### config.mk
export PLATFORM = sky130hd
export DESIGN_NAME = frame_sum_max_flat
export DESIGN_NICKNAME = d
export VERILOG_FILES = /design/src/rtl/frame_sum_max_if.sv /design/src/rtl/frame_sum_max.sv /design/src/flat_wrapper.sv
export SDC_FILE = /design/constraint.sdc
export NUM_CORES = 1
export LEC_CHECK = 0
export CORE_MARGIN = 2
export CORE_UTILIZATION = 48
export CTS_CLUSTER_DIAMETER = 30
export DETAILED_ROUTE_END_ITERATION = 6
export PLACE_DENSITY = 0.77
export SKIP_CTS_REPAIR_TIMING = 1
export SLEW_MARGIN = 20
export SYNTH_ARGS = -nofsm -noshare
export SYNTH_HDL_FRONTEND = slang
export SYNTH_SLANG_ARGS = --single-unit
### constraint.sdc
create_clock -name clk -period 1.9 [get_ports clk]
set_input_delay 0.57 -clock clk [delete_from_list [all_inputs] [get_ports clk]]
set_output_delay 0.57 -clock clk [all_outputs]
set_load 0.1 [all_outputs]
### src/rtl/frame_sum_max_if.sv
// Stream bundle for frame_sum_max: operand input handshake plus held result output.
interface frame_sum_max_if #(
    parameter int WIDTH = 4,
    parameter int SUM_W = 7,
    parameter int CNT_W = 4
);
    logic             in_valid;
    logic             in_ready;
    logic [WIDTH-1:0] in_data;
    logic             in_last;
    logic             out_valid;
    logic             out_ready;
    logic [SUM_W-1:0] out_sum;
    logic [WIDTH-1:0] out_max;
    logic [CNT_W-1:0] out_cnt;
    logic             out_ovf;

    // Producer of operands and consumer of results.
    modport master (
        output in_valid, in_data, in_last, out_ready,
        input  in_ready, out_valid, out_sum, out_max, out_cnt, out_ovf
    );

    // The accumulating block.
    modport slave (
        input  in_valid, in_data, in_last, out_ready,
        output in_ready, out_valid, out_sum, out_max, out_cnt, out_ovf
    );
endinterface

### src/rtl/frame_sum_max.sv
// Streaming frame accumulator: sums, maxes and counts operands of one frame,
// then holds the result until the downstream takes it.
module frame_sum_max #(
    parameter int WIDTH = 4,
    parameter int COUNT = 8,
    parameter int SUM_W = 7,
    parameter int CNT_W = 4
) (
    input logic            clk,
    input logic            rst_n,
    input logic            clear,
    frame_sum_max_if.slave bus
);
    localparam int EXT_W = SUM_W + 1;

    typedef enum logic {
        ACC,
        HOLD
    } state_t;

    state_t           state;
    state_t           state_nx;
    logic             live;
    logic [SUM_W-1:0] sum;
    logic [WIDTH-1:0] max_r;
    logic [CNT_W-1:0] cnt;
    logic             ovf;

    logic             accept;
    logic             close;
    logic             release_res;
    logic [EXT_W-1:0] sum_ext;
    logic [CNT_W-1:0] cnt_nx;

    // Beat acceptance, widened sum with carry, and frame-close detection.
    always_comb begin
        accept      = bus.in_valid && bus.in_ready;
        sum_ext     = {1'b0, sum} + EXT_W'(bus.in_data);
        cnt_nx      = cnt + 1'b1;
        close       = accept && (bus.in_last || (cnt_nx == CNT_W'(COUNT)));
        release_res = (state == HOLD) && bus.out_ready;
    end

    // Next-state logic and handshake outputs; ready/valid depend on registers only.
    always_comb begin
        state_nx      = state;
        bus.in_ready  = live && (state == ACC);
        bus.out_valid = (state == HOLD);
        if (clear) begin
            state_nx = ACC;
        end else begin
            case (state)
                ACC:     if (close)       state_nx = HOLD;
                HOLD:    if (bus.out_ready) state_nx = ACC;
                default: state_nx = ACC;
            endcase
        end
    end

    // State register; live keeps in_ready low until the first edge after reset.
    always_ff @(posedge clk or negedge rst_n) begin
        if (!rst_n) begin
            state <= ACC;
            live  <= 1'b0;
        end else begin
            state <= state_nx;
            live  <= 1'b1;
        end
    end

    // Frame accumulators; cleared on abort or once the held result is taken.
    always_ff @(posedge clk or negedge rst_n) begin
        if (!rst_n) begin
            sum   <= '0;
            max_r <= '0;
            cnt   <= '0;
            ovf   <= 1'b0;
        end else if (clear || release_res) begin
            sum   <= '0;
            max_r <= '0;
            cnt   <= '0;
            ovf   <= 1'b0;
        end else if (accept) begin
            sum <= sum_ext[SUM_W-1:0];
            ovf <= ovf | sum_ext[SUM_W];
            cnt <= cnt_nx;
            if ((cnt == '0) || (bus.in_data > max_r)) begin
                max_r <= bus.in_data;
            end
        end
    end

    // Result outputs come straight from the accumulators, which are frozen in HOLD.
    always_comb begin
        bus.out_sum = sum;
        bus.out_max = max_r;
        bus.out_cnt = cnt;
        bus.out_ovf = ovf;
    end
endmodule

### src/flat_wrapper.sv
// flat-port wrapper written by rule: the top's interface ports become plain ports
module frame_sum_max_flat 
#(
    parameter int WIDTH = 4,
    parameter int COUNT = 8,
    parameter int SUM_W = 7,
    parameter int CNT_W = 4
)
  (clk, rst_n, clear, bus_in_valid, bus_in_data, bus_in_last, bus_out_ready, bus_in_ready, bus_out_valid, bus_out_sum, bus_out_max, bus_out_cnt, bus_out_ovf);
  frame_sum_max_if #(.WIDTH(WIDTH), .SUM_W(SUM_W), .CNT_W(CNT_W)) bus_i ();
  input logic clk;
  input logic rst_n;
  input logic clear;
  input wire logic [$bits(bus_i.in_valid)-1:0] bus_in_valid;
  input wire logic [$bits(bus_i.in_data)-1:0] bus_in_data;
  input wire logic [$bits(bus_i.in_last)-1:0] bus_in_last;
  input wire logic [$bits(bus_i.out_ready)-1:0] bus_out_ready;
  output wire logic [$bits(bus_i.in_ready)-1:0] bus_in_ready;
  output wire logic [$bits(bus_i.out_valid)-1:0] bus_out_valid;
  output wire logic [$bits(bus_i.out_sum)-1:0] bus_out_sum;
  output wire logic [$bits(bus_i.out_max)-1:0] bus_out_max;
  output wire logic [$bits(bus_i.out_cnt)-1:0] bus_out_cnt;
  output wire logic [$bits(bus_i.out_ovf)-1:0] bus_out_ovf;
  assign bus_i.in_valid = bus_in_valid;
  assign bus_i.in_data = bus_in_data;
  assign bus_i.in_last = bus_in_last;
  assign bus_i.out_ready = bus_out_ready;
  assign bus_in_ready = bus_i.in_ready;
  assign bus_out_valid = bus_i.out_valid;
  assign bus_out_sum = bus_i.out_sum;
  assign bus_out_max = bus_i.out_max;
  assign bus_out_cnt = bus_i.out_cnt;
  assign bus_out_ovf = bus_i.out_ovf;
  frame_sum_max #(.WIDTH(WIDTH), .COUNT(COUNT), .SUM_W(SUM_W), .CNT_W(CNT_W)) u_core (.clk(clk), .rst_n(rst_n), .clear(clear), .bus(bus_i));
endmodule
==> run summary, run 1 <==
Status - completed
Post-synth EDFFs - 0
Final period util - 96.9%
Min-Delay Endpoint - u_core.bus.out_ovf$_DFFE_PN0P_
CP Capture Type - flip-flop
Final worst setup slack - 0.0591 ns
Final Net Count - 194
Synth Flop Type - dfrtp_1
Hold path cells - 2
Min Tclk post-route - 1.84 ns
GRT Util Overall - 25.8%
DP HPWL - 2450 um
Net Sw Frac - 39.7%
Die Area - 0.00280 sq mm
Ant. Diodes - 0
Syn Inst Count - 123
Count of input and output buffers - 27
Max Freq - 543 MHz
Fin. Hold Viols - 0
Total power - 0.00113 W
Number of DRC markers in iteration 0 - 27
Die Wd - 52.9 um
Worst Hold Margin - 0.548 ns
Clock Skew - 0.0196 ns
Routed Antenna Nets - 0
P_leak - 0.843 nW
MaxCap Viol Count - 0
Place WS - -0.603 ns
Syn Area/Cell - 9.35 sq um
Largest net degree at the start of global routing - 19
CP Data Arrival Time - 2.07 ns
Synth warn - 0
Highest net fanout along the worst path - 4
Net switching power - 0.000449 W
Starting Density - 51.5%
Clock share of power - 18.9%
Clk slew on worst S/H paths - 0.12 ns
DR vias/cell - 5.76
Syn nets - 144
Detailed Route WL - 3450 um
Commonest non-fill, non-tap cell in the layout - buf_4
H-tree depth - 1
#FFs+latches synth - 18
Io pins - 28
Sum Neg Setup Slack - 0 ns
Pwr Density - 596 mW/mm^2
Hold path startpoint - u_core.bus.out_ovf$_DFFE_PN0P_
Worst setup SP type - flip-flop
Fin util - 84.9%
Global-route wire length before repair - 5290 um
Number of global-route vias before repair - 1191
Worst EP required - 2.13 ns
Reg2reg setup slack - 0.06 ns
Antenna violations before repair - 0
FF-to-FF End - u_core.bus.out_max[3]$_DFFE_PN0P_
Mapped cell area - 0.00115 sq mm
CTS buffer count - 3
Clock root buffer - clkbuf_4
Final Wtd Congestion - 0.877
Area Overhead vs Synth - 64.9%
Post-synth ARST share - 100%
Total grt overflow - 0
Core ar. - 0.00223 sq mm
Unique masters post-synth - 31
R2R Path Start - u_core.bus.out_max[1]$_DFFE_PN0P_
Sink Count - 18
CTS tree - built
Clock latency on the worst-skew pair - 0.31 ns
Drt pass-1 iters - 4
Worst hold path class - flip-flop to flip-flop
Fill cells - 121
Chip height - 52.9 um
DR vias - 1151
Combinational Power Share - 42.0%
Seq/Total Area, Yosys - 39.2%
Peak VDD IR - 0.518 mV
R2R cell count - 6
Detailed-route DRC error count - 0
Mean routed wirelength per cell - 17.3 um
Count of final setup violators - 0
Int Power - 0.000680 W
WS Path Type - flip-flop to flip-flop
Most frequent cells in the layout - buf_4 (20), buf_12 (18), nand2_1 (17)
Ratio of cells with drive above 1 in the final layout - 37.2%
Slew Limit Fails - 0
Floorplan row count - 17
Sequential Power Share - 39.1%
Longest Clk Path Bufs - 2
[critical path, stage by stage, from the launching register on]
cell and delay (ns):
dfrtp_4 0.52, inv_2 0.07, ha_1 0.25, nor2b_1 0.14
o211a_1 0.22, or2_2 0.34, o211ai_1 0.21
[metrics by stage]
stage | std cells | area (sq um)
3_3_place_gp | 195 | 1810
5_1_grt | 200 | 1900
4_1_cts | 199 | 1830
3_5_place_dp | 195 | 1810
6_report | 200 | 1900
2_1_floorplan | 123 | 1190
[sequential cells by signal, indices dropped and copies added, names as in the netlist]
| signal | flops |
|---|---|
| u_core.bus.out_sum | 7 |
| u_core.bus.out_cnt | 4 |
| u_core.bus.out_max | 4 |
| u_core.bus.out_ovf | 1 |
| u_core.bus.out_valid | 1 |
| u_core.live | 1 |
[cells by family after synthesis]
kind of cell | share of synthesized area (%)
simple gates | 18.8
compound gates | 22.5
buf+inv | 2.72
other cells | 0.326
xor+xnor | 3.81
flops | 39.2
fa+ha+maj | 12.6
[synth_stat cells (2+ instances only)]
cell type,n,area (sq um)
nor3b_1,2,15.0
a21o_1,4,30.0
o31ai_1,2,15.0
a21oi_1,13,65.1
xor2_1,3,26.3
o211ai_1,8,60.1
inv_1,6,22.5
ha_1,10,125
dfrtp_1,18,450
or3_1,3,18.8
a32oi_1,4,35.0
nor2b_1,2,12.5
nand4_1,3,18.8
xnor2_1,2,17.5
o21ai_0,4,20.0
nor2_1,8,30.0
nand2_1,17,63.8
[cell type report]
| type | instances | area (sq um) | share of cell area (%) |
|---|---|---|---|
| Tap cell | 28 | 35.0 | 1.85 |
| Inverter | 6 | 22.5 | 1.19 |
| Clock buffer | 4 | 26.3 | 1.39 |
| Sequential cell | 18 | 469 | 24.8 |
| Timing Repair Buffer | 47 | 611 | 32.2 |
| Multi-Input combinational cell | 97 | 732 | 38.6 |
[per-layer routing]
metal  wire [um]  GRT usage, %
met3         181          4.52
met1        1430          30.9
met2        1780          47.1
met4          57          6.84
met5           0             0
[power groups by stage]
stage	clock [W]	sequential [W]	combinational (W)
2_1_floorplan	0	0.000563	0.000132
3_3_place_gp	0	0.000445	0.000438
3_5_place_dp	0	0.000446	0.000450
4_1_cts	0.000212	0.000439	0.000450
5_1_grt	0.000222	0.000443	0.000501
6_report	0.000214	0.000441	0.000474
[worst max-delay path by stage]
stage / startpoint / to / slack, ns / depth (start not counted)
6_report: u_core.bus.out_max[1]$_DFFE_PN0P_ / u_core.bus.out_max[3]$_DFFE_PN0P_ / 0.06 / 6
5_1_grt: u_core.bus.out_max[1]$_DFFE_PN0P_ / u_core.bus.out_max[2]$_DFFE_PN0P_ / -0.002 / 6
4_1_cts: bus_in_data[0] / u_core.bus.out_max[0]$_DFFE_PN0P_ / -0.29 / 7
3_5_place_dp: bus_in_data[0] / u_core.bus.out_max[0]$_DFFE_PN0P_ / -0.60 / 7
3_3_place_gp: bus_in_data[0] / u_core.bus.out_max[0]$_DFFE_PN0P_ / -0.48 / 7
2_1_floorplan: u_core.bus.out_sum[0]$_DFFE_PN0P_ / u_core.bus.out_sum[4]$_DFFE_PN0P_ / -0.01 / 6
(Power assumes the default switching activity.)
==> run 2: changes to the inputs <==
--- a/config.mk
+++ b/config.mk
@@ -11,7 +11,6 @@
 export DETAILED_ROUTE_END_ITERATION = 6
 export PLACE_DENSITY = 0.77
 export SKIP_CTS_REPAIR_TIMING = 1
-export SLEW_MARGIN = 20
 export SYNTH_ARGS = -nofsm -noshare
 export SYNTH_HDL_FRONTEND = slang
 export SYNTH_SLANG_ARGS = --single-unit
==> results of run 2 <==
Same layout as run 1: the final DEF is identical, and so are final timing and power.
==> run 3: changes to the inputs <==
--- a/config.mk
+++ b/config.mk
@@ -5,11 +5,13 @@
 export SDC_FILE = /design/constraint.sdc
 export NUM_CORES = 1
 export LEC_CHECK = 0
+export ABC_CLOCK_PERIOD_IN_PS = 1900
 export CORE_MARGIN = 2
-export CORE_UTILIZATION = 48
+export CORE_UTILIZATION = 33
 export CTS_CLUSTER_DIAMETER = 30
 export DETAILED_ROUTE_END_ITERATION = 6
-export PLACE_DENSITY = 0.77
+export HOLD_SLACK_MARGIN = 0.03
+export PLACE_DENSITY = 0.56
 export SKIP_CTS_REPAIR_TIMING = 1
 export SYNTH_ARGS = -nofsm -noshare
 export SYNTH_HDL_FRONTEND = slang
==> run summary, run 3 (synthesized netlist as in run 1, its figures left out) <==
Clock latency on the worst-skew pair - 0.30 ns (was 0.31 ns)
CTS buffer count - 3 (unchanged)
Sink Count - 18 (unchanged)
Placed cell count - 210 (was 195)
Worst EP required - 2.12 ns (was 2.13 ns)
Clock share of power - 21.4% (was 18.9%)
Routed Antenna Nets - 0 (unchanged)
Count of final setup violators - 0 (unchanged)
H-tree depth - 1 (unchanged)
Int Power - 0.000711 W (was 0.000680 W)
Slowest Stage Delay on Critical Path - 0.52 ns (about the same)
Net Sw Frac - 37.8% (was 39.7%)
Starting Density - 34.5% (was 51.5%)
GRT Util Overall - 16.0% (was 25.8%)
CP Data Arrival Time - 2.00 ns (was 2.07 ns)
Fill cells - 288 (was 121)
Worst Setup SP - u_core.bus.out_max[1]$_DFFE_PN0P_ (unchanged)
Fin. Hold Viols - 0 (unchanged)
R2R Path Start - u_core.bus.out_max[1]$_DFFE_PN0P_ (unchanged)
Combinational Power Share - 40.1% (was 42.0%)
Final Net Count - 190 (was 194)
CP Capture Type - flip-flop (unchanged)
Clk slew on worst S/H paths - 0.11 ns (was 0.12 ns)
Fin util - 56.9% (was 84.9%)
MaxCap Viol Count - 0 (unchanged)
Global-route wire length before repair - 4940 um (was 5290 um)
Number of global-route vias before repair - 1103 (was 1191)
Non-filler cells, final - 214 (was 200)
Number of DRC markers in iteration 0 - 55 (was 27)
P_leak - 0.829 nW (was 0.843 nW)
Sequential Power Share - 38.6% (was 39.1%)
CP cell instances - inv_2 -> ha_1 -> nor2b_1 -> o211a_1 -> or2_2 -> o211ai_1 (unchanged)
Pwr Density - 602 mW/mm^2 (was 596 mW/mm^2)
Min Tclk post-route - 1.78 ns (was 1.84 ns)
Unrepaired setup endpoints after global routing - false
Mean routed wirelength per cell - 14.1 um (was 17.3 um)
Final period util - 93.6% (was 96.9%)
Floorplan row count - 21 (was 17)
Reg2reg setup slack - 0.12 ns (was 0.06 ns)
Io pins - 28 (unchanged)
Count of input and output buffers - 27 (unchanged)
Sum Neg Setup Slack - 0 ns (unchanged)
DR vias - 1102 (was 1151)
Buf/Inv on CP - 1 (unchanged)
Net switching power - 0.000431 W (was 0.000449 W)
Total power - 0.00114 W (was 0.00113 W)
Clock root buffer - clkbuf_4 (unchanged)
CTS tree - built (unchanged)
Max reg flops - 7 (unchanged)
Slew Limit Fails - 0 (unchanged)
Drt pass-1 iters - 4 (unchanged)
WS Path Type - flip-flop to flip-flop (unchanged)
Core ar. - 0.00334 sq mm (was 0.00223 sq mm)
Commonest non-fill, non-tap cell in the layout - buf_12 (was buf_4)
Worst setup SP type - flip-flop (unchanged)
Ant. Diodes - 0 (unchanged)
Chip height - 63.0 um (was 52.9 um)
Multi-input logic area - 732 sq um (unchanged)
Die Wd - 63.0 um (was 52.9 um)
Total grt overflow - 0 (unchanged)
Final Wtd Congestion - 0.919 (was 0.877)
Detailed Route WL - 3010 um (was 3450 um)
Longest Clk Path Bufs - 2 (unchanged)
Max Freq - 562 MHz (was 543 MHz)
Largest net degree at the start of global routing - 19 (unchanged)
DR vias/cell - 5.15 (was 5.76)
Ratio of cells with drive above 1 in the final layout - 36.3% (was 37.2%)
Detailed-route DRC error count - 0 (unchanged)
Crit path max-delay family - flip-flops (unchanged)
Peak VDD IR - 0.231 mV (was 0.518 mV)
DP HPWL - 2300 um (was 2450 um)
Status - completed (unchanged)
Antenna violations before repair - 0 (unchanged)
Area Overhead vs Synth - 65.1% (was 64.9%)
Sequential Area - 469 sq um (unchanged)
Hold path startpoint - u_core.bus.out_ovf$_DFFE_PN0P_ (unchanged)
Worst hold path class - flip-flop to flip-flop (unchanged)
Die Area - 0.00397 sq mm (was 0.00280 sq mm)
Clock Skew - 0.00187 ns (was 0.0196 ns)
Most frequent cells in the layout - buf_12 (18), nand2_1 (17), buf_4 (16) (was buf_4 (20), buf_12 (18), nand2_1 (17))
Highest net fanout along the worst path - 4 (unchanged)
Slowest-stage cell, CP - dfrtp_4 (unchanged)
[run 3: cell types whose count changed in the layout (fill, tap and decap cells not counted)]
cell,before,now
o21ai_1,1,0
o21ai_0,2,3
clkbuf_8,0,1
buf_4,20,16
clkbuf_1,1,0
[run 3: path summary, 6_finish.rpt]
kind,end,cells after the start
setup / recovery,u_core.bus.out_max[1]$_DFFE_PN0P_,6
max in group asynchronous,u_core.bus.out_max[1]$_DFFE_PN0P_,2
setup reg to reg,u_core.bus.out_max[1]$_DFFE_PN0P_,6
min in group asynchronous,u_core.live$_DFF_PN0_,2
hold / removal,u_core.bus.out_ovf$_DFFE_PN0P_,2
hold reg to reg,u_core.bus.out_ovf$_DFFE_PN0P_,2
[run 3: area by class of cell]
type,count,area share [%]
clock buffer,4,1.91
inverter,6,1.19
multi-input combinational,97,38.6
sequential,18,24.7
tap,46,3.03
timing repair buffer,43,30.6
[run 3: power groups by stage]
stage               Clock (W)  Sequential, W  Combinational (W)
floorplan                   0       0.000563           0.000132
global placement            0       0.000446           0.000438
detailed placement          0       0.000446           0.000445
CTS                  0.000254       0.000439           0.000447
global route         0.000269       0.000445           0.000486
finish               0.000244       0.000440           0.000458
[run 3: worst reg2reg max path, cell delays in order, from the launching register on]
cell and delay (ns):
dfrtp_4 0.52, inv_2 0.07, ha_1 0.24, nor2b_1 0.14
o211a_1 0.21, or2_2 0.34, o211ai_1 0.19
[run 3: stage by stage]
step / area, sq um / worst slack, ns / hold WS (ns)
6_report: 1900 / 0.121 / 0.566
5_1_grt: 1900 / 0.0310 / 0.595
4_1_cts: 1840 / -0.220 / 0.572
3_5_place_dp: 1810 / -0.532 / 0.535
3_3_place_gp: 1810 / -0.505 / 0.538
2_1_floorplan: 1190 / -0.0115 / 0.274
[run 3: layer usage]
metal | up-vias | routed length [um] | track usage [%]
met5 | - | 0 | 0
met4 | 0 | 81 | 8.06
met3 | 11 | 200 | 3.78
met2 | 38 | 1370 | 25.4
met1 | 517 | 1360 | 20.2
li1 | 536 | - | -
